$ cat config.mk
export PLATFORM = sky130hd
export DESIGN_NAME = mem_port_arbiter
export DESIGN_NICKNAME = d
export VERILOG_FILES = /design/src/rtl/mem_port_arbiter.sv
export SDC_FILE = /design/constraint.sdc
export NUM_CORES = 1
export LEC_CHECK = 0
export CAP_MARGIN = 20
export CORE_MARGIN = 8
export CORE_UTILIZATION = 41
export DETAILED_ROUTE_END_ITERATION = 7
export PLACE_DENSITY = 0.85
export SLEW_MARGIN = 40
export SYNTH_ARGS = -nofsm -noshare
export SYNTH_HDL_FRONTEND = slang
export SYNTH_SLANG_ARGS = --single-unit
$ cat constraint.sdc
create_clock -name i_clk -period 2.5 [get_ports i_clk]
set_input_delay 0.75 -clock i_clk [delete_from_list [all_inputs] [get_ports i_clk]]
set_output_delay 0.75 -clock i_clk [all_outputs]
set_load 0.02 [all_outputs]
$ cat src/rtl/mem_port_arbiter.sv
// -----------------------------------------------------------------------------
// mem_port_arbiter
//
// Shares one single-port 32-bit memory between the RV32I core's instruction
// fetch (IF) and load/store (LS) requesters. Only one memory transaction is
// outstanding at a time. LS normally wins arbitration, but after MAX_STREAK
// consecutive LS grants while IF is waiting, IF is granted once. If the memory
// does not answer within TIMEOUT cycles, the owner gets an error response.
//
// Parameters
//   AW          address width (byte address)
//   MAX_STREAK  consecutive LS grants allowed while IF waits (>= 1)
//   TIMEOUT     WAIT cycles without i_mem_rvalid before error return (>= 1)
//
// Ports
//   i_clk, i_rst          clock (rising edge), synchronous active-low reset
//   i_if_req/i_if_addr    IF read request, held with address until o_if_gnt
//   o_if_gnt              1-cycle pulse: IF request accepted
//   o_if_rvalid/rdata/err IF response pulse, read data, timeout flag
//   i_ls_req/we/be/addr/wdata  LS request, held with fields until o_ls_gnt
//   o_ls_gnt              1-cycle pulse: LS request accepted
//   o_ls_rvalid/rdata/err LS response pulse, read data (0 on writes), timeout
//   o_mem_req             1-cycle memory command strobe
//   o_mem_we/be/addr/wdata  command fields, stable while o_mem_req is high
//   i_mem_rvalid/rdata    memory response strobe (reads and writes) and data
// -----------------------------------------------------------------------------
module mem_port_arbiter #(
  parameter int unsigned AW         = 32,
  parameter int unsigned MAX_STREAK = 4,
  parameter int unsigned TIMEOUT    = 16
) (
  input  logic          i_clk,
  input  logic          i_rst,
  // instruction fetch port
  input  logic          i_if_req,
  input  logic [AW-1:0] i_if_addr,
  output logic          o_if_gnt,
  output logic          o_if_rvalid,
  output logic [31:0]   o_if_rdata,
  output logic          o_if_err,
  // load/store port
  input  logic          i_ls_req,
  input  logic          i_ls_we,
  input  logic [3:0]    i_ls_be,
  input  logic [AW-1:0] i_ls_addr,
  input  logic [31:0]   i_ls_wdata,
  output logic          o_ls_gnt,
  output logic          o_ls_rvalid,
  output logic [31:0]   o_ls_rdata,
  output logic          o_ls_err,
  // memory port
  output logic          o_mem_req,
  output logic          o_mem_we,
  output logic [3:0]    o_mem_be,
  output logic [AW-1:0] o_mem_addr,
  output logic [31:0]   o_mem_wdata,
  input  logic          i_mem_rvalid,
  input  logic [31:0]   i_mem_rdata
);

  localparam int unsigned SW = $clog2(MAX_STREAK + 1);
  localparam int unsigned TW = $clog2(TIMEOUT + 1);
  localparam logic [SW-1:0] STREAK_MAX = SW'(MAX_STREAK);
  localparam logic [TW-1:0] TMO_LAST   = TW'(TIMEOUT - 1);

  typedef enum logic {
    ST_IDLE = 1'b0,
    ST_WAIT = 1'b1
  } state_e;

  typedef enum logic {
    OWN_IF = 1'b0,
    OWN_LS = 1'b1
  } owner_e;

  // ---------------------------------------------------------------------------
  // State and registered outputs
  // ---------------------------------------------------------------------------
  state_e          state_q, state_d;
  owner_e          owner_q, owner_d;
  logic            ls_wr_q, ls_wr_d;       // current LS transaction is a write
  logic [SW-1:0]   streak_q, streak_d;
  logic [TW-1:0]   tmo_q, tmo_d;

  logic            if_gnt_q, if_gnt_d;
  logic            if_rvalid_q, if_rvalid_d;
  logic [31:0]     if_rdata_q, if_rdata_d;
  logic            if_err_q, if_err_d;

  logic            ls_gnt_q, ls_gnt_d;
  logic            ls_rvalid_q, ls_rvalid_d;
  logic [31:0]     ls_rdata_q, ls_rdata_d;
  logic            ls_err_q, ls_err_d;

  logic            mem_req_q, mem_req_d;
  logic            mem_we_q, mem_we_d;
  logic [3:0]      mem_be_q, mem_be_d;
  logic [AW-1:0]   mem_addr_q, mem_addr_d;
  logic [31:0]     mem_wdata_q, mem_wdata_d;

  // ---------------------------------------------------------------------------
  // Arbitration terms
  // ---------------------------------------------------------------------------
  logic if_req_eff;
  logic ls_req_eff;
  logic rsp_hit;
  logic tmo_hit;
  logic slot_free;
  logic if_wins;
  logic grant_if;
  logic grant_ls;

  // A requester keeps its request up during the cycle its grant pulse is
  // visible. With a zero-latency memory the slot frees in that same cycle, so
  // the already-accepted request must not be seen as pending again.
  assign if_req_eff = i_if_req & ~if_gnt_q;
  assign ls_req_eff = i_ls_req & ~ls_gnt_q;

  assign rsp_hit   = (state_q == ST_WAIT) & i_mem_rvalid;
  assign tmo_hit   = (state_q == ST_WAIT) & ~i_mem_rvalid & (tmo_q == TMO_LAST);
  assign slot_free = (state_q == ST_IDLE) | rsp_hit;

  // LS has priority unless IF has already waited through MAX_STREAK LS grants.
  assign if_wins  = if_req_eff & (~ls_req_eff | (streak_q == STREAK_MAX));
  assign grant_if = slot_free & if_wins;
  assign grant_ls = slot_free & ls_req_eff & ~if_wins;

  // ---------------------------------------------------------------------------
  // Next-state / output logic
  // ---------------------------------------------------------------------------
  always_comb begin
    // NOTE: every signal assigned here gets a default first, so no path can
    // leave one unassigned and infer a latch.
    state_d     = state_q;
    owner_d     = owner_q;
    ls_wr_d     = ls_wr_q;
    streak_d    = streak_q;
    tmo_d       = tmo_q;

    if_gnt_d    = 1'b0;
    if_rvalid_d = 1'b0;
    if_rdata_d  = '0;
    if_err_d    = 1'b0;

    ls_gnt_d    = 1'b0;
    ls_rvalid_d = 1'b0;
    ls_rdata_d  = '0;
    ls_err_d    = 1'b0;

    mem_req_d   = 1'b0;
    mem_we_d    = mem_we_q;
    mem_be_d    = mem_be_q;
    mem_addr_d  = mem_addr_q;
    mem_wdata_d = mem_wdata_q;

    // Completion of the outstanding transaction: memory answer or timeout.
    if (rsp_hit) begin
      state_d = ST_IDLE;
      tmo_d   = '0;
      if (owner_q == OWN_IF) begin
        if_rvalid_d = 1'b1;
        if_rdata_d  = i_mem_rdata;
      end else begin
        ls_rvalid_d = 1'b1;
        ls_rdata_d  = ls_wr_q ? 32'h0 : i_mem_rdata;
      end
    end else if (tmo_hit) begin
      state_d = ST_IDLE;
      tmo_d   = '0;
      if (owner_q == OWN_IF) begin
        if_rvalid_d = 1'b1;
        if_err_d    = 1'b1;
      end else begin
        ls_rvalid_d = 1'b1;
        ls_err_d    = 1'b1;
      end
    end else if (state_q == ST_WAIT) begin
      tmo_d = tmo_q + TW'(1);
    end

    // New grant; on a response edge this overrides the return to IDLE so the
    // next transaction starts without a bubble.
    if (grant_if) begin
      state_d     = ST_WAIT;
      owner_d     = OWN_IF;
      ls_wr_d     = 1'b0;
      tmo_d       = '0;
      streak_d    = '0;
      if_gnt_d    = 1'b1;
      mem_req_d   = 1'b1;
      mem_we_d    = 1'b0;
      mem_be_d    = 4'hF;
      mem_addr_d  = i_if_addr;
      mem_wdata_d = 32'h0;
    end else if (grant_ls) begin
      state_d     = ST_WAIT;
      owner_d     = OWN_LS;
      ls_wr_d     = i_ls_we;
      tmo_d       = '0;
      ls_gnt_d    = 1'b1;
      mem_req_d   = 1'b1;
      mem_we_d    = i_ls_we;
      mem_be_d    = i_ls_be;
      mem_addr_d  = i_ls_addr;
      mem_wdata_d = i_ls_wdata;
      // if_wins is forced at STREAK_MAX, so this increment cannot overflow.
      streak_d    = if_req_eff ? streak_q + SW'(1) : '0;
    end else if (!if_req_eff) begin
      streak_d = '0;
    end
  end

  // ---------------------------------------------------------------------------
  // Registers
  // ---------------------------------------------------------------------------
  always_ff @(posedge i_clk) begin
    // NOTE: sequential state uses non-blocking assignments so every register
    // samples the pre-edge values, independent of statement order.
    if (!i_rst) begin
      state_q     <= ST_IDLE;
      owner_q     <= OWN_IF;
      ls_wr_q     <= 1'b0;
      streak_q    <= '0;
      tmo_q       <= '0;
      if_gnt_q    <= 1'b0;
      if_rvalid_q <= 1'b0;
      if_rdata_q  <= '0;
      if_err_q    <= 1'b0;
      ls_gnt_q    <= 1'b0;
      ls_rvalid_q <= 1'b0;
      ls_rdata_q  <= '0;
      ls_err_q    <= 1'b0;
      mem_req_q   <= 1'b0;
      mem_we_q    <= 1'b0;
      mem_be_q    <= '0;
      mem_addr_q  <= '0;
      mem_wdata_q <= '0;
    end else begin
      state_q     <= state_d;
      owner_q     <= owner_d;
      ls_wr_q     <= ls_wr_d;
      streak_q    <= streak_d;
      tmo_q       <= tmo_d;
      if_gnt_q    <= if_gnt_d;
      if_rvalid_q <= if_rvalid_d;
      if_rdata_q  <= if_rdata_d;
      if_err_q    <= if_err_d;
      ls_gnt_q    <= ls_gnt_d;
      ls_rvalid_q <= ls_rvalid_d;
      ls_rdata_q  <= ls_rdata_d;
      ls_err_q    <= ls_err_d;
      mem_req_q   <= mem_req_d;
      mem_we_q    <= mem_we_d;
      mem_be_q    <= mem_be_d;
      mem_addr_q  <= mem_addr_d;
      mem_wdata_q <= mem_wdata_d;
    end
  end

  assign o_if_gnt    = if_gnt_q;
  assign o_if_rvalid = if_rvalid_q;
  assign o_if_rdata  = if_rdata_q;
  assign o_if_err    = if_err_q;
  assign o_ls_gnt    = ls_gnt_q;
  assign o_ls_rvalid = ls_rvalid_q;
  assign o_ls_rdata  = ls_rdata_q;
  assign o_ls_err    = ls_err_q;
  assign o_mem_req   = mem_req_q;
  assign o_mem_we    = mem_we_q;
  assign o_mem_be    = mem_be_q;
  assign o_mem_addr  = mem_addr_q;
  assign o_mem_wdata = mem_wdata_q;

endmodule

==> flow_metrics.py, run 1 <==
metrics = {
    "yosys": {
        "yosys_register_bits": 150,
        "synthCells": 471,
        "ys_types": 34,
        "synth_edf_count": 0,
        "ys_async_sr_fraction": 0,
        "ys.flop_type": "dfxtp_1",
        "syn_avg_cell_area_um2": 10.51,
        "syn_nets": 613,
        "netlist_area_um2": 4948,
        "ys_seq_area_frac": 0.6068,
        "synth_warnings": 0,
    },
    "floorplanning": {
        "die_width_um": 125.9,
        "core-area_um2": 11910,
        "die_height_um": 125.9,
        "io_pins": 278,
        "start_util": 0.4154,
        "num_rows": 40,
        "die_area_um2": 15840,
    },
    "sta": {
        "worst_pin_slew_ns": 0.3597,
        "fin_tns_setup_ns": 0,
        "rsz0062_at_grt": "no",
        "hold_viol": 0,
        "max_freq_ghz": 0.4520,
        "fin_crit_sh": 0.8849,
        "slew_violations": 0,
        "skew_ns": 0.01067,
        "fin_ws_ns": 0.2878,
        "setup_viol": 0,
        "hold_ws_ns": 0.4546,
        "slew-limit-headroom": 0.7599,
        "min_period_ns": 2.212,
    },
    "cts": {
        "numCtsBuffers": 17,
        "clk_path_buf_depth": 2,
        "htreeDepth": 4,
        "worstSkewPairLatency_ns": 0.41,
        "post_cts_buffers": 0,
        "cts_resized": 0,
        "ctsHoldBuffers": 0,
        "cts_tree": "built",
        "path_clk_slew_ns": 0.06,
        "clk_root_buffer_cell": "clkbuf_16",
        "cts.sinks": 150,
    },
    "worst_setup_path": {
        "max_stage_delay_ns": 0.67,
        "crit_path_cell_trace": "clkdlybuf4s50_1",
        "timing.rr.start": "tmo_q[0]",
        "critPathRequiredTime_ns": 1.75,
        "reg2reg_slack_ns": 0.70,
        "cp-start-kind": "flop",
        "worstPathBufferInverterCount": 1,
        "cp-end-kind": "output port",
        "cp_max_fo": 3,
        "worstReg2RegEnd": "tmo_q[4]",
        "path_delay_family": "buffers and inverters",
        "critical_path_class": "flop to output port",
        "ff2ff_path_depth": 6,
        "slowest_stage": "clkdlybuf4s50_1",
        "arrival_ns": 1.46,
    },
    "drt": {
        "final_antenna_net_count": 0,
        "dr.pass1.iters": 4,
        "drt-total-wl_um": 16530,
        "wl_per_cell_um": 18.02,
        "viasPerCell": 4.806,
        "detailroute.via_count": 4407,
        "drt_iter0_drc": 224,
        "drc": 0,
    },
    "power_and_ir_drop": {
        "clkPwrFrac": 0.417,
        "leakage_uw": 0.003299,
        "vdd_drop_max_mv": 0.4925,
        "p_int_uw": 4428,
        "p_switching_uw": 1511,
        "swShare": 0.2544,
        "p_per_area_nw_per_um2": 694.9,
        "seqPwrFrac": 0.433,
        "comb_power_share": 0.150,
    },
    "global_route": {
        "grt_max_degree": 35,
        "grt_pass1_vias": 4836,
        "grt_overflow": 0,
        "track_usage": 0.2037,
        "antenna_found_initial": 0,
        "grt_pass1_wl_um": 25690,
    },
    "place": {
        "gp_congestion": 0.7690,
        "pre_cts_ws_ns": 0.1281,
        "io_buffers": 277,
        "place.detailed.hpwl_um": 12780,
    },
    "cells_and_area": {
        "final_util": 0.7174,
        "drive_gt1_frac": 0.07792,
        "final_nets": 899,
        "area_growth_pct": 72.69,
        "n_antenna_cell": 0,
    },
    "outcome": {
        "outcome": "finished clean",
    },
    "flow_run": {
        "drv_cap": 0,
    },
    "hold_path": {
        "min_to": "o_mem_wdata[9]",
        "whs_path_depth": 2,
        "worstHoldStart": "o_mem_wdata[9]",
        "hold_path_class": "flop to flop",
    },
}
stage by stage:
stage	total power, uW	area, um^2	instances
finish	5939	8546	917
floorplan	2975	4949	471
detailed placement	3516	7966	885
global placement	3490	7966	885
global route	6151	8546	917
CTS	5976	8546	917
power groups by stage:
stage	clock network, uW	logic [uW]	registers, uW
global route	2620	949	2580
detailed placement	0	894	2620
finish	2480	893	2570
global placement	0	873	2620
CTS	2500	901	2570
floorplan	0	232	2740
worst min-delay path: stages, from the launching register on:
cell     delay [ns]
dfxtp_1        0.31
nand2_1        0.05
a21oi_1        0.05
cells by family after synthesis:
group / share of synthesized area
xor gates and xnor gates: 0.007081
muxes: 0.01214
AOI/OAI and AO/OA: 0.1163
adders and majority gates: 0.01011
buffers and inverters: 0.03261
DFF: 0.6068
and+or+nand+nor: 0.2149
cell usage in the layout, fill, tap and decap left out, drive strengths merged, types with 2 or more instances in the layout:
cell	netlist	routed
clkdlybuf4s50	0	277
dfxtp	150	150
and2	97	97
nand2	70	70
a21oi	40	40
a221o	32	32
clkbuf	9	18
buf	18	17
inv	5	13
nor2	11	11
mux2i	6	6
nor3	5	5
ha	4	4
clkinvlp	0	4
nand2b	3	3
nand4b	3	3
and3	2	2
xor2	2	2
xnor2	2	2
nand3	2	2
registers in the layout, indices dropped and copies added, names as in the netlist, 3 cells and up:
name,count
o_ls_rdata,32
o_mem_addr,32
o_mem_wdata,32
o_mem_be,4
streak_q,3
o_if_rdata,32
tmo_q,5
cell usage after synthesis (all sizes together), types with 2 or more instances:
library cell,n,area share
dfxtp,150,0.61
and2,97,0.12
nand2,70,0.054
a21oi,40,0.040
a221o,32,0.065
buf,18,0.022
nor2,11,0.0089
clkbuf,9,0.0068
mux2i,6,0.012
inv,5,0.0038
nor3,5,0.0061
ha,4,0.010
nand2b,3,0.0038
nand4b,3,0.0053
and3,2,0.0025
nand3,2,0.0030
xnor2,2,0.0035
xor2,2,0.0035
worst max-delay path by stage:
stage             start        endpoint  slack (ns)  cells after the start
2_1_floorplan  i_ls_req  o_mem_addr[22]        0.68                      5
3_3_place_gp   i_if_req  o_mem_addr[28]        0.16                      7
3_5_place_dp   i_if_req  o_mem_addr[27]        0.13                      7
4_1_cts        o_mem_we        o_mem_we        0.26                      1
5_1_grt        o_mem_we        o_mem_we        0.24                      1
6_report       o_mem_we        o_mem_we        0.29                      1
layout make-up:
cell class | count | area (um^2)
clock buffer | 18 | 439.2
fill | 858 | 3366
clock inverter | 14 | 140.1
timing repair buffer | 294 | 2963
tap | 147 | 183.9
multi-input combinational | 289 | 1798
sequential | 150 | 3003
inverter | 5 | 18.77
routing by layer:
| layer | vias to the layer above | wire length, um | track usage |
|---|---|---|---|
| met1 | 2022 | 6470 | 0.2153 |
| li1 | 2151 | - | - |
| met4 | 0 | 294 | 0.06936 |
| met3 | 24 | 1400 | 0.07553 |
| met5 | - | 0 | 0 |
| met2 | 210 | 8361 | 0.3662 |
No activity file was read; power rests on OpenSTA's default activity.
==> inputs of run 2 (changes only) <==
--- a/constraint.sdc
+++ b/constraint.sdc
@@ -3,2 +3,2 @@
 set_output_delay 0.75 -clock i_clk [all_outputs]
-set_load 0.02 [all_outputs]
+set_load 0.01 [all_outputs]
==> results of run 2 <==
The final DEF is identical to that of run 1. Status: finished clean.
Among the figures that moved: setup slack after layout 0.2878 ns -> 0.3551 ns; total power 5939 uW -> 5857 uW; worst IR drop on VDD 0.4925 mV -> 0.4916 mV
==> inputs of run 3 (changes only) <==
Settings changed: MAX_ROUTING_LAYER from default to met4.
==> run 3 against run 2 <==
Die area unchanged; critical path depth unchanged; cell count unchanged; clock power about the same; total power about the same; first-iteration DRC count rose by 21%; clock skew about the same.
==> flow_metrics.py, run 3 (synthesis gave the netlist of run 1 again) <==
metrics = {
    "cells_and_area": {
        "drive_gt1_frac": 0.07792,
        "area_growth_pct": 72.69,
        "fillers": 858,
        "mostFrequentLayoutCells": "clkdlybuf4s50_1, dfxtp_1, and2_1, nand2_1, a21oi_1",
        "mostFrequentLayoutCell": "clkdlybuf4s50_1",
        "final_area_um2": 8546,
        "final_nets": 899,
        "n_antenna_cell": 0,
    },
    "cts": {
        "path_clk_slew_ns": 0.06,
        "htreeDepth": 4,
        "cts_resized": 0,
        "worstSkewPairLatency_ns": 0.41,
        "post_cts_buffers": 0,
        "clk_root_buffer_cell": "clkbuf_16",
        "clk_path_buf_depth": 2,
        "ctsHoldBuffers": 0,
        "cts_tree": "built",
        "cts.sinks": 150,
        "numCtsBuffers": 17,
    },
    "floorplanning": {
        "io_pins": 278,
        "start_util": 0.4154,
        "die_width_um": 125.9,
        "num_rows": 40,
        "core-area_um2": 11910,
        "die_height_um": 125.9,
        "die_area_um2": 15840,
    },
    "power_and_ir_drop": {
        "p_per_area_nw_per_um2": 684.8,
        "leakage_uw": 0.003299,
        "vdd_drop_max_mv": 0.4883,
    },
    "sta": {
        "fin_crit_sh": 0.8564,
        "setup_viol": 0,
        "fin_tns_setup_ns": 0,
        "worst_pin_slew_ns": 0.3598,
        "slew_violations": 0,
        "max_freq_ghz": 0.4671,
        "hold_viol": 0,
        "rsz0062_at_grt": "no",
        "slew-limit-headroom": 0.7598,
        "skew_ns": 0.01079,
        "min_period_ns": 2.141,
    },
    "drt": {
        "detailroute.via_count": 4434,
        "viasPerCell": 4.835,
        "drt-total-wl_um": 16470,
        "dr.pass1.iters": 5,
        "drc": 0,
        "drt_iter0_drc": 272,
        "wl_per_cell_um": 17.97,
        "final_antenna_net_count": 0,
    },
    "worst_setup_path": {
        "cp-end-kind": "output port",
        "critical_path_class": "flop to output port",
        "max_stage_delay_ns": 0.60,
        "worstPathBufferInverterCount": 1,
        "path_depth": 1,
        "critPathRequiredTime_ns": 1.75,
        "slowest_stage": "clkdlybuf4s50_1",
        "cp_max_fo": 3,
        "arrival_ns": 1.39,
        "cp-start-kind": "flop",
        "path_delay_family": "buffers and inverters",
        "crit_path_cell_trace": "clkdlybuf4s50_1",
        "ff2ff_path_depth": 6,
    },
    "place": {
        "io_buffers": 277,
        "post_dp_cell_area_um2": 7966,
        "place.detailed.hpwl_um": 12780,
        "gp_congestion": 0.7793,
    },
    "global_route": {
        "grt_pass1_vias": 4870,
        "grt_overflow": 0,
        "grt_max_degree": 35,
        "grt_pass1_wl_um": 25540,
        "track_usage": 0.2094,
        "antenna_found_initial": 0,
    },
    "hold_path": {
        "whs_path_depth": 2,
        "hold_path_class": "flop to flop",
    },
    "outcome": {
        "outcome": "finished clean",
    },
    "flow_run": {
        "drv_cap": 0,
    },
}
-- run 3: cell counts in the layout (fill, tap and decap cells not counted) --
No cell type changed its count.
-- run 3: where the power goes --
group          switching, uW  internal (uW)
registers               64.9           2510
logic                    315            495
clock network           1040           1430
total                   1420           4430
-- run 3: worst min-delay path, cell delays in order (launching register included) --
cell     delay, ns
dfxtp_1       0.31
nand2_1       0.05
a21oi_1       0.05
-- run 3: routing by layer --
metal,wire [um],GRT usage,vias to the layer above
li1,-,-,2153
met1,6626,0.2199,2045
met2,8320,0.3671,207
met3,1182,0.06624,29
met4,344,0.06936,0
met5,0,-,-
-- run 3: cell type report --
type | instances | area (um^2) | area share
Clock buffer | 18 | 439.2 | 0.05139
Inverter | 5 | 18.77 | 0.002196
Tap cell | 147 | 183.9 | 0.02152
Clock inverter | 14 | 140.1 | 0.01640
Timing Repair Buffer | 294 | 2963 | 0.3467
Sequential cell | 150 | 3003 | 0.3514
Multi-Input combinational cell | 289 | 1798 | 0.2104
-- run 3: per-stage QoR --
step / util / cells / power, uW / worst slack [ns] / hold slack, ns
after global placement: 0.6688 / 885 / 3408 / 0.1605 / 0.4415
after floorplan: - / 471 / 2894 / 0.6765 / 0.4363
after global routing: 0.7174 / 917 / 6068 / 0.3099 / 0.4839
after CTS: 0.7174 / 917 / 5895 / 0.3283 / 0.4562
after detailed placement: 0.6688 / 885 / 3434 / 0.1281 / 0.4472
final: 0.7174 / 917 / 5852 / 0.3591 / 0.4551
-- run 3: path summary, 6_finish.rpt --
| kind | start | to | slack, ns |
|---|---|---|---|
| worst max-delay path | o_mem_we | o_mem_we | 0.36 |
| worst min-delay path | o_mem_wdata[9] | o_mem_wdata[9] | 0.46 |
| worst max register to register | tmo_q[0] | tmo_q[4] | 0.70 |
| worst min register to register | o_mem_wdata[9] | o_mem_wdata[9] | 0.46 |
